### config.mk
export PLATFORM = sky130hd
export DESIGN_NAME = uart_tx_fifo
export DESIGN_NICKNAME = d
export VERILOG_FILES = /design/src/rtl/uart_tx_fifo.sv
export SDC_FILE = /design/constraint.sdc
export NUM_CORES = 1
export LEC_CHECK = 0
export ABC_CLOCK_PERIOD_IN_PS = 4400
export CAP_MARGIN = 10
export CORE_MARGIN = 4
export CORE_UTILIZATION = 57
export CTS_CLUSTER_DIAMETER = 120
export DETAILED_ROUTE_END_ITERATION = 6
export PLACE_DENSITY = 0.83
export SYNTH_ARGS = -nofsm -noshare
export SYNTH_HDL_FRONTEND = slang
export SYNTH_SLANG_ARGS = --single-unit
export TNS_END_PERCENT = 20
### constraint.sdc
create_clock -name clk -period 4.4 [get_ports clk]
set_input_delay 0.66 -clock clk [delete_from_list [all_inputs] [get_ports clk]]
set_output_delay 0.66 -clock clk [all_outputs]
set_load 0.005 [all_outputs]
### src/rtl/uart_tx_fifo.sv
// -----------------------------------------------------------------------------
// uart_tx_fifo
//
// UART transmitter (8 data bits, 1 stop bit) with a small byte FIFO in front.
// Bytes are queued through a valid/ready handshake. The serial engine pops the
// head byte and sends start, data (LSB first), optional parity and stop. If
// another byte is waiting, the next frame follows with no idle gap.
//
// Optional feature:
//   UART_TX_PARITY_EN : when defined, an even-parity bit (XOR of the 8 data
//                       bits) is sent between the last data bit and the stop
//                       bit, giving an 11-bit frame. Otherwise frames are 10
//                       bits.
//
// Parameters:
//   CLKS_PER_BIT : clk cycles per serial bit (>= 2)
//   FIFO_DEPTH   : queued bytes, power of two in 2..16
//
// Ports:
//   clk        in   single clock, rising edge
//   rst        in   synchronous active-high reset
//   tx_data    in   byte offered for transmission
//   tx_valid   in   tx_data holds a byte
//   tx_ready   out  FIFO can accept a byte this cycle
//   tx         out  registered serial line, idle high
//   busy       out  frame on the line or FIFO non-empty
//   fifo_count out  number of queued bytes
// -----------------------------------------------------------------------------
module uart_tx_fifo #(
  parameter int CLKS_PER_BIT = 434,
  parameter int FIFO_DEPTH   = 4
) (
  input  logic                         clk,
  input  logic                         rst,
  input  logic [7:0]                   tx_data,
  input  logic                         tx_valid,
  output logic                         tx_ready,
  output logic                         tx,
  output logic                         busy,
  output logic [$clog2(FIFO_DEPTH):0]  fifo_count
);

  localparam int PW = $clog2(FIFO_DEPTH);
  localparam int CW = PW + 1;
  localparam int BW = $clog2(CLKS_PER_BIT);

  typedef enum logic [2:0] {
    IDLE,
    START,
    DATA,
`ifdef UART_TX_PARITY_EN
    PARITY,
`endif
    STOP
  } state_e;

  // FIFO storage and bookkeeping
  logic [7:0]    mem [FIFO_DEPTH];
  logic [PW-1:0] wr_ptr_q, wr_ptr_d;
  logic [PW-1:0] rd_ptr_q, rd_ptr_d;
  logic [CW-1:0] count_q, count_d;

  // Serial engine
  state_e        state_q, state_d;
  logic [BW-1:0] bit_cnt_q, bit_cnt_d;
  logic [2:0]    bit_idx_q, bit_idx_d;
  logic [7:0]    data_q, data_d;
  logic          tx_q, tx_d;

  logic push;
  logic pop;
  logic bit_last;

  // Readiness uses the registered count only, so a pop in the same cycle
  // never makes room for a push; held low while reset is asserted.
  assign tx_ready   = !rst && (count_q < CW'(FIFO_DEPTH));
  assign push       = tx_valid && tx_ready;
  assign bit_last   = (bit_cnt_q == BW'(CLKS_PER_BIT - 1));

  assign tx         = tx_q;
  assign fifo_count = count_q;
  assign busy       = (state_q != IDLE) || (count_q != '0);

  // NOTE: every variable gets a default at the top of the block so no path
  // leaves one unassigned, which would otherwise infer a latch.
  always_comb begin
    state_d   = state_q;
    bit_cnt_d = bit_cnt_q;
    bit_idx_d = bit_idx_q;
    data_d    = data_q;
    tx_d      = tx_q;
    pop       = 1'b0;

    unique case (state_q)
      IDLE: begin
        tx_d = 1'b1;
        if (count_q != '0) begin
          pop       = 1'b1;
          data_d    = mem[rd_ptr_q];
          bit_cnt_d = '0;
          state_d   = START;
          tx_d      = 1'b0;
        end
      end

      START: begin
        if (bit_last) begin
          bit_cnt_d = '0;
          bit_idx_d = 3'd0;
          state_d   = DATA;
          tx_d      = data_q[0];
        end else begin
          bit_cnt_d = bit_cnt_q + BW'(1);
        end
      end

      DATA: begin
        if (bit_last) begin
          bit_cnt_d = '0;
          if (bit_idx_q == 3'd7) begin
`ifdef UART_TX_PARITY_EN
            state_d = PARITY;
            tx_d    = ^data_q;
`else
            state_d = STOP;
            tx_d    = 1'b1;
`endif
          end else begin
            bit_idx_d = bit_idx_q + 3'd1;
            tx_d      = data_q[bit_idx_q + 3'd1];
          end
        end else begin
          bit_cnt_d = bit_cnt_q + BW'(1);
        end
      end

`ifdef UART_TX_PARITY_EN
      PARITY: begin
        if (bit_last) begin
          bit_cnt_d = '0;
          state_d   = STOP;
          tx_d      = 1'b1;
        end else begin
          bit_cnt_d = bit_cnt_q + BW'(1);
        end
      end
`endif

      STOP: begin
        if (bit_last) begin
          bit_cnt_d = '0;
          // Chain straight into the next frame when a byte is waiting.
          if (count_q != '0) begin
            pop     = 1'b1;
            data_d  = mem[rd_ptr_q];
            state_d = START;
            tx_d    = 1'b0;
          end else begin
            state_d = IDLE;
            tx_d    = 1'b1;
          end
        end else begin
          bit_cnt_d = bit_cnt_q + BW'(1);
        end
      end

      default: begin
        state_d = IDLE;
        tx_d    = 1'b1;
      end
    endcase
  end

  // Pointers wrap naturally because FIFO_DEPTH is a power of two.
  always_comb begin
    wr_ptr_d = push ? wr_ptr_q + PW'(1) : wr_ptr_q;
    rd_ptr_d = pop  ? rd_ptr_q + PW'(1) : rd_ptr_q;
    unique case ({push, pop})
      2'b10:   count_d = count_q + CW'(1);
      2'b01:   count_d = count_q - CW'(1);
      default: count_d = count_q;
    endcase
  end

  // NOTE: state registers use non-blocking assignments so every register
  // samples the pre-edge values regardless of statement order.
  always_ff @(posedge clk) begin
    if (rst) begin
      state_q   <= IDLE;
      bit_cnt_q <= '0;
      bit_idx_q <= '0;
      data_q    <= '0;
      tx_q      <= 1'b1;
      wr_ptr_q  <= '0;
      rd_ptr_q  <= '0;
      count_q   <= '0;
    end else begin
      state_q   <= state_d;
      bit_cnt_q <= bit_cnt_d;
      bit_idx_q <= bit_idx_d;
      data_q    <= data_d;
      tx_q      <= tx_d;
      wr_ptr_q  <= wr_ptr_d;
      rd_ptr_q  <= rd_ptr_d;
      count_q   <= count_d;
    end
  end

  // NOTE: the storage array is deliberately not reset; entries are only read
  // after being written, and count/pointers already define what is valid.
  always_ff @(posedge clk) begin
    if (push) begin
      mem[wr_ptr_q] <= tx_data;
    end
  end

endmodule

* Word-level counts from Yosys, hierarchy flattened *
Memory sizes are Yosys's and may differ from the RTL's. A register that Yosys moved wholly into a read port is not among the register bits.
Cells that the tools add are included.

word-level totals
  bits in read-only memories = 0
  bits of input ports = 11
  logic and storage cells = 80
  output and inout port bits = 6
  memories kept = 1
  memory bits (writable) = 32
  latch bits = 0
  flip-flop bits (word level) = 31

memory list
  memory  depth  bits a word  read ports  clocked after Yosys merged registers in  wr ports  RTL line  source
  mem     4      8            1           1                                        1         58        logic [7:0] mem [FIFO_DEPTH];

operators by class
  order comparisons = 2
  $add $sub $neg = 6
  eq/ne operators = 13
  bitwise gates (word level) = 0
  multiply operators = 0
  shift operators = 0
  reductions and logical operators = 17
  div/mod/pow operators = 0
  muxes and demuxes = 33

operator list
  operator                                                                      number
  3-bit 2-to-1 mux                                                              8
  9-bit 2-to-1 mux                                                              2
  9-bit case mux with 2 select lines                                            1
  8-bit 2-to-1 mux                                                              2
  8-bit case mux with 2 select lines                                            1
  2-bit inequality test, second input constant                                  6
  3-bit case mux with 2 select lines                                            2
  3-bit case mux with 4 select lines                                            1
  1-bit 2-to-1 mux                                                              11
  9-bit by 1-bit adder with 9-bit output, second input constant                 1
  9-bit == test, second input constant                                          1
  2-bit nonzero test                                                            4
  3-bit by 1-bit adder with 3-bit output, second input constant                 2
  3-bit by 2-bit == test with 1-bit output, second input constant               2
  3-bit nonzero test                                                            2
  5-bit AND reduction                                                           1
  2-bit by 1-bit adder with 2-bit output, second input constant                 2
  3-bit by 4-bit less-than comparator with 1-bit output, second input constant  1
  2-bit 2-to-1 mux                                                              2
  1-bit case mux with 4 select lines                                            1
  2-bit AND reduction                                                           2
  4-bit AND reduction                                                           1
  1-bit binary-select mux with 3-bit select                                     1
  3-bit by 1-bit == test with 1-bit output, second input constant               1
  other kinds (12)                                                              13

* Longest topological paths before layout *
Gate-level depths: netlist of run 1.

  depth in word-level cells = 6
  mapped depth = 12
  depth with buffers taken out = 11

* Worst setup path after synthesis of run 1 *
No wires, ideal clock.

  path kind = reg2reg
  start point = register bit_cnt_q[0]
  end point = register count_q[2] (netlist: fifo_count[2])
  data arrival time = 2336 ps
  library setup time = 71 ps
  cell stages (with the launch flop) = 12
  clock period less this slack = 2406 ps
  path buffers = 1
  data required time = 4329 ps
  setup slack = 1994 ps
  cell sequence = dfxtp_1 -> ha_1 -> and4b_1 -> buf_6 -> a31oi_1 -> nor3_1 -> ha_1 -> inv_1 -> fa_1 -> xor2_1 -> or3_1 -> a21oi_1

between the ends
  word-level cells in the longest chain between the ends = 5
  elaborated cells between the ends (all ways) = 7
  those cells by class = 3 x eq/ne; 3 x mux; 1 x reduce/logical

RTL lines
  item                                                                       RTL line  source
  from (decl)                                                                65        logic [BW-1:0] bit_cnt_q, bit_cnt_d;
  from (signal assigned)                                                     199       bit_cnt_q <= bit_cnt_d;
  9-bit == test *                                                            78        assign bit_last = (bit_cnt_q == BW'(CLKS_PER_BIT - 1));
  1-bit 2-to-1 mux *                                                         150       if (bit_last) begin
  1-bit case mux with 2 select lines *                                       94        unique case (state_q)
  named net pop                                                              71        logic pop;
  2-bit by 1-bit == test with 1-bit output or 2-bit == test (tied branches)  178       unique case ({push, pop})
  3-bit case mux with 2 select lines or 2-bit nonzero test (tied branches)   n/a
  to (signal assigned)                                                       205       count_q <= count_d;
  to (decl)                                                                  61        logic [CW-1:0] count_q, count_d;

The timed path passes the listed nets; every way through them passes the cells marked *.
A chain may end at the register's enable or synchronous reset.

* Worst setup path after layout of run 1 *
  start point = register state_q[1]
  end point = output port busy

between the ends
  word-level cells in the longest chain between the ends = 2

RTL lines
  item                    RTL line  source
  from (decl)             64        state_e state_q, state_d;
  from (signal assigned)  198       state_q <= state_d;
  3-bit nonzero test      82        assign busy = (state_q != IDLE) || (count_q != '0);
  1-bit logical OR        82
  to (decl)               39        output logic busy,

Every way passes these cells.

==> results by stage, run 1 <==
Clocking:
- The post-cts repair resize count is 0.
- Clock-pin slew was measured on the worst setup and hold paths at around 0.07 ns.
- Buffers inserted to repair hold after CTS numbered 0.
- The worst-skew pair later-pin latency is 0.34 ns.
- Buffers added to address setup during post-CTS repair amount to 0.
- The root buffer cell is sky130_fd_sc_hd__clkbuf_8.
- The clock net in this run drives a total of between 60 and 70 sinks.
- The H-tree depth reported by CTS is 3.
- In this run the deepest clock path goes through 2 buffers.
- The number of CTS-inserted buffers is 9.
- TritonCTS built the clock tree.

Drt:
- After detailed routing, no signal wire sits above met4.
- The final routed DRC violation total is 0.
- Before antenna repair, the detailed router went through 4 iterations.
- The vias after detailed routing is between 2000 and 2500.
- The final routed wirelength across all metal layers is around 5400 microns.
- The average wire per cell in the routed design is roughly 16 microns.
- In this run, the number of DRC markers left after iteration 0 of detailed routing was 110.
- Once detail routing completed, the nets flagged for antenna violations numbered 0.
- The via-per-instance ratio is slightly below 6.
- The met3 wirelength from detailed routing is about 230 microns.
- Detailed routing placed a total of approximately 2800 microns of wire on met2.
- The met1 routed wirelength after detailed routing is 2390 microns.

Yosys:
- The mean post-synth cell area is ~12 sq um.
- The number of warnings printed during yosys synthesis is 0.
- In the synthesized netlist, the cells that appear most often are sky130_fd_sc_hd__dfxtp_1, sky130_fd_sc_hd__edfxtp_1, sky130_fd_sc_hd__nand2_1.
- The sequential cell area fraction in the yosys report is around 53%.
- The share of async-settable or async-resettable flops after synthesis is 0%.
- The fraction of synthesized cell area in xor and xnor cells is less than 1%.
- Synthesis inferred 64 register bits.
- The post-synth net total is around 280.
- After technology mapping, the gate count stands at 256.
- In this run, synthesis inferred 32 flip-flops with an integrated enable.
- After synthesis, the largest family of logic cells by area is simple AND/OR/NAND/NOR gates.
- Measured against the total synthesized area, the mux share comes to under 10%.
- The most instantiated flip-flop cell in the synthesis netlist is sky130_fd_sc_hd__edfxtp_1.
- The synthesized netlist devotes roughly 6.5% of its cell area to adder and majority cells.
- The dominant cell type by area after synthesis is sky130_fd_sc_hd__edfxtp_1.
- Synthesis instantiated 50 different standard cells from the library.
- In this run the cell area of the synthesized design comes to between 0.003 and 0.004 sq mm.
- After synthesis, the cell types taking the most area are sky130_fd_sc_hd__edfxtp_1, sky130_fd_sc_hd__dfxtp_1, sky130_fd_sc_hd__mux4_2.
- Summing the areas of all compound-gate instances in the mapped netlist gives 9.91% of the synthesized area.
- The area share of the leading cell type in the synthesized netlist is 32.0%.
- The simple-gate area share of the yosys netlist is roughly 17%.

Critical path:
- The type of element capturing the critical path is an output port.
- In this design, the largest share of critical-path delay is due to simple AND/OR/NAND/NOR gates.
- The maximum fanout count along the critical path is 7.
- At the worst endpoint, the required time is around 3.7 ns.
- The source of the worst register-to-register timing path is bit_cnt_q[0]$_SDFFE_PP0P_.
- The data arrival at the endpoint of the critical path is about 2.3 ns.
- The total buffers and inverters traversed by the critical path is 2.
- The worst setup path is launched from a flip-flop.
- In this run the worst setup path begins at state_q[1]$_SDFFE_PP0P_.
- The critical path in this run is classified as flip-flop to output port.
- On the critical path, the stage with the largest delay is an instance of sky130_fd_sc_hd__or4b_2.
- The signal on the critical path passes through inv_1 -> ha_1 -> or4b_2 -> clkdlybuf4s50_1.
- For this run, the slowest stage of the critical path takes just under 0.7 ns.

Timing:
- The max-slew violation total from the final report came to 0.
- The summed negative setup slack over all endpoints is 0 ns.
- The setup slack after layout is approximately 1.5 ns.
- The fraction of the cycle the final worst path needs is between 60% and 70%.
- At the pin with the least slew margin, the transition time is about 1 ns.
- The smallest clock period supported by the final layout is computed as a little under 3 ns.
- Setup violations remaining at the end of the flow were counted as 0.
- The achievable frequency is 341 MHz.
- The count of endpoints failing hold in the final timing report is 0.
- In this run the tightest slew margin relative to its limit is between 30% and 40%.
- The tightest hold path in the finished design has a slack of about 0.46 ns.
- Setup repair after global routing left no endpoint under its margin.
- Between clock sinks in the finished design, the worst skew comes to ~0.0088 ns.

Floorplan:
- Row generation in the floorplan step produced 26 rows.
- Once the floorplan was initialized, standard cells occupied 58.8% of the core.
- The width of the die is ~81 microns.
- The total area inside the core boundary comes to between 0.005 and 0.006 sq mm.
- In this run the count of I/O pins placed on the die edge is 17.
- In this run the vertical extent of the chip is approximately 81 microns.
- The die covers between 0.006 and 0.007 sq mm.

Placement:
- The cell area after placement is approximately 0.0032 sq mm.
- The number of placed cells counting well taps is between 300 and 400.
- The routability congestion estimate from global placement is between 0.8 and 0.9.
- Buffers placed on the I/O ports in this run total 16.
- After legalization and detailed placement, the total HPWL measured 3620 microns.
- The setup slack at placement is approximately 1.5 ns.

GRT:
- The global route total overflow is 0.
- The first-pass GRT wire length is a little over 9000 microns.
- The number of global-route vias before repair was 1963.
- The pin count of the biggest net entering global routing is between 40 and 50.
- The initial antenna violation count is 0.
- The overall global routing resource usage is 18.8%.

Power:
- The worst supply voltage drop on vdd is between 0.0003 and 0.0004 V.
- In this run, the combinational gates consume a little over a third of the power.
- The switching power summed over all nets is between 0.6 and 0.7 mW.
- In this run the power density over the cells is between 500 and 600 mW/mm^2.
- The clock network burns between 20% and 30% of the power.
- Of the total power, the share spent switching nets is about a third.
- The internal power of the cells is between 1 and 1.5 mW.
- Summing internal, switching and leakage power gives approximately 2.0 mW.
- The leakage power summed over all cells is ~1.2 nW.
- The relative contribution of sequential cells to total power is about two fifths.

Worst hold path:
- In this run the worst hold path is classified as flip-flop to flip-flop.
- The startpoint of the worst hold path is bit_idx_q[2]$_SDFFE_PP0P_.

Run:
- The number of max-cap violations is 0.

Cells and area:
- Cells with a size suffix above 1 make up 15.1% of the layout.
- The final cell utilization of the core is 66.7%.
- The number of standard cells in the layout, taps in and fillers out is about 350.
- For this run, the post-layout net count is about 300.
- Relative to the synthesized area, the layout overhead comes to 13.3%.
- The number of diodes added for antenna fixing is 0.
- The design area is around 0.0034 sq mm.

Run status:
- The flow ran to the end, and the final reports show no timing, DRC or antenna violations.
==> placed cells by master (no fill, tap or decap), types with 3 or more instances in the layout <==
cell type	Yosys	layout
sky130_fd_sc_hd__mux4_2	10	10
sky130_fd_sc_hd__a31oi_1	3	3
sky130_fd_sc_hd__clkbuf_8	0	9
sky130_fd_sc_hd__nand3_1	3	3
sky130_fd_sc_hd__a311oi_1	4	4
sky130_fd_sc_hd__or3_1	3	3
sky130_fd_sc_hd__nor2_1	11	11
sky130_fd_sc_hd__nor3_1	6	6
sky130_fd_sc_hd__or4b_2	7	7
sky130_fd_sc_hd__clkdlybuf4s50_1	0	16
sky130_fd_sc_hd__a21oi_1	13	13
sky130_fd_sc_hd__nor2b_1	11	11
sky130_fd_sc_hd__nand2_1	22	22
sky130_fd_sc_hd__o21ai_0	15	15
sky130_fd_sc_hd__and3_1	5	5
sky130_fd_sc_hd__dfxtp_1	32	32
sky130_fd_sc_hd__or4b_1	4	4
sky130_fd_sc_hd__ha_1	14	14
sky130_fd_sc_hd__edfxtp_1	32	32
sky130_fd_sc_hd__inv_1	15	15
sky130_fd_sc_hd__clkinvlp_4	0	3
==> power groups by stage <==
stage,registers [mW],clock network (mW),logic [mW]
floorplan,0.774,0,0.504
global placement,0.802,0,0.653
detailed placement,0.804,0,0.669
CTS,0.793,0.501,0.674
global route,0.803,0.532,0.764
finish,0.791,0.492,0.682
==> worst min-delay path, stage by stage (launching register included) <==
cell and delay [ns]:
sky130_fd_sc_hd__dfxtp_1 0.32, sky130_fd_sc_hd__nand2_1 0.05, sky130_fd_sc_hd__a21oi_1 0.05
==> cells by family after synthesis <==
logic type | count (synthesis)
buffers and inverters | 27
AND/OR/NAND/NOR | 87
adder cells (fa/ha/maj) | 15
XOR/XNOR | 3
multiplexers | 13
flip-flops | 64
AO/OA/AOI/OAI | 47
==> per-layer routing <==
metal	track usage, %	vias up
met4	6.93	0
met2	31.6	37
li1	-	991
met3	6.84	5
met5	0	-
met1	22.1	979
==> layout make-up <==
cell class	count	area, sq um
repair buffers	18	175
clock inverters	7	71.3
inverters	15	56.3
fillers	393	1700
clock buffers	9	124
multi-input cells	165	1290
well taps	70	87.6
flip-flops and latches	64	1600
==> path summary, 6_finish.rpt <==
path                            cells after the start  slack, ns                         end
worst min register to register                      2       0.46   bit_idx_q[2]$_SDFFE_PP0P_
worst max register to register                     10       1.69  fifo_count[2]$_SDFFE_PP0P_
worst min-delay path                                2       0.46   bit_idx_q[2]$_SDFFE_PP0P_
worst max-delay path                                4       1.47                        busy
==> flip-flops by register name (all words and copies together), names as in the netlist, named ones only <==
signal,flops
rd_ptr_q,2
data_q,8
bit_cnt_q,9
wr_ptr_q,2
bit_idx_q,3
mem,32
state_q,2
tx,1
fifo_count,3
No activity file was read; power rests on OpenSTA's default activity.
==> inputs of run 2 (changes only) <==
ABC_CLOCK_PERIOD_IN_PS = 2550   (was 4400)
CORE_UTILIZATION = 53   (was 57)
PLACE_DENSITY = 0.81   (was 0.83)
clock period = 2.55 ns   (was 4.4 ns; I/O delays follow)
==> run 2 against run 1 <==
  * Register-to-register slack worse by 1.5 ns
  * Global-route usage fell by 1.5 points
  * Worst hold slack better by 0.0070 ns
  * Clock skew fell by 0.0031 ns
  * Non-clock buffer count rose by 9
  * Die area grew 6.8%
  * Sequential share of layout area down 1.4 points
  * Setup slack worse by 1.4 ns
==> results by stage, run 2 (synthesized netlist as in run 1, its figures left out) <==
Run status:
- The run finished with clean final reports.

Critical path:
- The logic depth of the worst path, buffers included is 4 (unchanged).
- The worst setup path is captured at an output port.
- The worst register-to-register path begins at bit_cnt_q[1]$_SDFFE_PP0P_.
- The cell with the biggest individual delay on the critical path is sky130_fd_sc_hd__or4b_4.
- Tracing the worst setup path back leads to its startpoint at state_q[0]$_SDFFE_PP0P_.
- The total buffers and inverters traversed by the critical path came to 2 (unchanged).
- The kind of cell with the highest combined delay on the critical path is buffers and inverters.
- The worst setup path is launched from a flip-flop.
- The maximum fanout count along the critical path was 7 (unchanged).
- The critical path data required time was 2.17 ns (-1.57 ns).
- Walking the worst path, the cells encountered are inv_1 -> ha_2 -> or4b_4 -> clkdlybuf4s50_1.
- The critical path's largest stage delay came to 0.52 ns (-0.17 ns).
- The path depth of the worst reg2reg path came to 11 (+1).
- The data arrival at the endpoint of the critical path is 2.08 ns (-0.19 ns).
- The critical path class is flip-flop to output port.

Timing:
- Setup repair after global routing left no endpoint under its margin.
- The max-slew violation total from the final report is 0 (unchanged).
- The summed negative setup slack over all endpoints is 0 ns (unchanged).
- The headroom to the max-slew limit is 64.0% (+30 points).
- The worst setup skew after layout was 0.00565 ns (-0.00313 ns).
- The count of endpoints failing hold in the final timing report was 0 (unchanged).
- The achievable frequency is 406 MHz.
- The fraction of the cycle the final worst path needs is slightly below 100%.
- After layout, the minimum clock period comes to 2.46 ns.
- The setup slack after layout is 0.0854 ns (-1.38 ns).
- The final count of negative-setup-slack endpoints is 0 (unchanged).
- The transition at the pin with the smallest max-transition slack is 0.534 ns (-0.456 ns).
- The final hold slack is 0.467 ns (+0.00702 ns).

Drt:
- The vias after detailed routing is 2056 (+2.2%).
- The via-per-instance ratio is 5.73 (-0.94%).
- The first-iteration detailed-routing DRC count is 106 (-3.6%).
- The average wire per cell in the routed design was 15.6 microns (-0.18%).
- The final routed wirelength across all metal layers is 5610 microns (+3.0%).
- The first-pass iteration count of the detailed router came to 5 (+1).
- The final antenna-violating net count is 0 (unchanged).
- The final routed DRC violation total is 0 (unchanged).

Placement:
- The total half-perimeter wirelength after legalization and detailed placement came to 3700 microns (+2.2%).
- The routability congestion estimate from global placement is 0.880 (+6.6%).
- The setup slack at placement is 0.0587 ns (-1.45 ns).
- The number of buffers added on ports is 16 (unchanged).
- The cell area after placement was 0.00328 sq mm (+2.2%).

Worst hold path:
- The path class of the lowest-slack min-delay path is flip-flop to flip-flop.
- The instance count along the most critical hold path was 2 (unchanged).
- The startpoint of the worst hold path is bit_idx_q[2]$_SDFFE_PP0P_.

Clocking:
- The clock tree buffer depth is 2 (unchanged).
- The clock net sink count is 64 (unchanged).
- TritonCTS built the clock tree.
- The number of CTS-inserted buffers was 9 (unchanged).
- The worst-skew pair later-pin latency is 0.35 ns (about the same).
- The hold buffer count at CTS is 0 (unchanged).
- The H-tree depth reported by CTS came to 3 (unchanged).
- The number of buffers inserted by post-CTS setup repair is 0 (unchanged).
- The CTS clock-pin slew for the worst setup and hold paths is 0.07 ns (about the same).
- The root buffer cell is sky130_fd_sc_hd__clkbuf_8.

Cells and area:
- The number of diodes added for antenna fixing is 0 (unchanged).
- Leaving out fill and tap cells, the most frequent cell in the layout is sky130_fd_sc_hd__edfxtp_1.
- The combined area of the multi-input logic cells is 0.00132 sq mm (+2.5%).
- The growth of design area from synthesis to finish is 17.2%.
- The number of fill cells in the layout came to 401 (+2.0%).
- The share of layout cells above drive strength 1 was 20.2% (+5.1 points).
- The area occupied by registers is 0.00161 sq mm (+0.23%).
- The library cells used most frequently in the layout, excluding fill and tap cells, are sky130_fd_sc_hd__edfxtp_1, sky130_fd_sc_hd__dfxtp_1, sky130_fd_sc_hd__nand2_1, sky130_fd_sc_hd__clkdlybuf4s50_1.
- The layout net count is 308 (+3.0%).
- Ranked by flip-flop count, first place goes to mem.
- The largest registers in the layout are mem (32), bit_cnt_q (9), data_q (8).
- The flip-flop count of the largest register after layout came to 32 (unchanged).
- The design area is 0.00352 sq mm (+3.4%).

Floorplan:
- The I/O pin count is 17 (unchanged).
- The initial cell density of the core is 54.6% (-4.3 points).
- The full die area was 0.00694 sq mm (+6.8%).
- The width of the die was 83.3 microns (+3.3%).
- The die height is 83.3 microns (+3.3%).
- The floorplan row count is 27 (+3.8%).
- The core area is 0.00551 sq mm (+7.8%).

Power:
- The power per cell area is 1010 mW/mm^2 (+75%).
- The worst supply voltage drop on vdd is 0.000641 V (+66%).
- The leakage power summed over all cells is 1.26 nW (+4.6%).

GRT:
- The number of global-route vias before repair is 2009 (+2.3%).
- The pin count of the biggest net entering global routing was 45 (unchanged).
- The first-pass GRT wire length was 9470 microns (+4.1%).
- The global route total overflow is 0 (unchanged).
- The initial antenna violation count is 0 (unchanged).
- The overall global routing resource usage is 17.3% (-1.5 points).

Run:
- The number of max-cap violations was 0 (unchanged).
==> run 2: area by class of cell <==
cell class,count,area share (%)
flip-flops and latches,64,45.6
multi-input cells,165,37.6
repair buffers,27,6.89
clock buffers,9,3.52
well taps,72,2.56
clock inverters,7,2.27
inverters,15,1.60
==> run 2: stage by stage <==
stage	power [mW]	std cells	utilization, %
4_1_cts	3.54	359	63.4
3_3_place_gp	2.60	343	59.6
3_5_place_dp	2.62	343	59.6
6_report	3.56	359	63.9
2_1_floorplan	2.21	256	-
5_1_grt	3.82	359	63.9
==> run 2: worst paths after layout <==
check        slack, ns                          to
max               0.09                        busy
min               0.47   bit_idx_q[2]$_SDFFE_PP0P_
max reg2reg       0.15  fifo_count[2]$_SDFFE_PP0P_
min reg2reg       0.47   bit_idx_q[2]$_SDFFE_PP0P_
==> run 2: where the power goes <==
| group | switching [mW] | total, mW | internal [mW] |
|---|---|---|---|
| logic | 0.696 | 1.32 | 0.622 |
| clock network | 0.426 | 0.885 | 0.459 |
| registers | 0.118 | 1.36 | 1.24 |
==> run 2: layer usage <==
metal  share of wire, %  global-route usage (%)  routed length (microns)  up-vias
met4                1.3                    7.13                       74        0
met1                 44                    20.6                     2480      995
met5                  0                       0                        0        -
met2                 50                    28.1                     2790       45
li1                   -                       -                        -     1005
met3                4.7                    6.55                      261       11
==> run 2: worst min-delay path: stages, from the launching register on <==
cell                      delay, ns
sky130_fd_sc_hd__dfxtp_1       0.32
sky130_fd_sc_hd__nand2_1       0.06
sky130_fd_sc_hd__a21oi_1       0.05
==> run 2: repair_timing <==
item | CTS | global route
pin swaps | 0 | 2
endpoints found under the setup margin | 1 | 1
resized for setup | 2 | 8
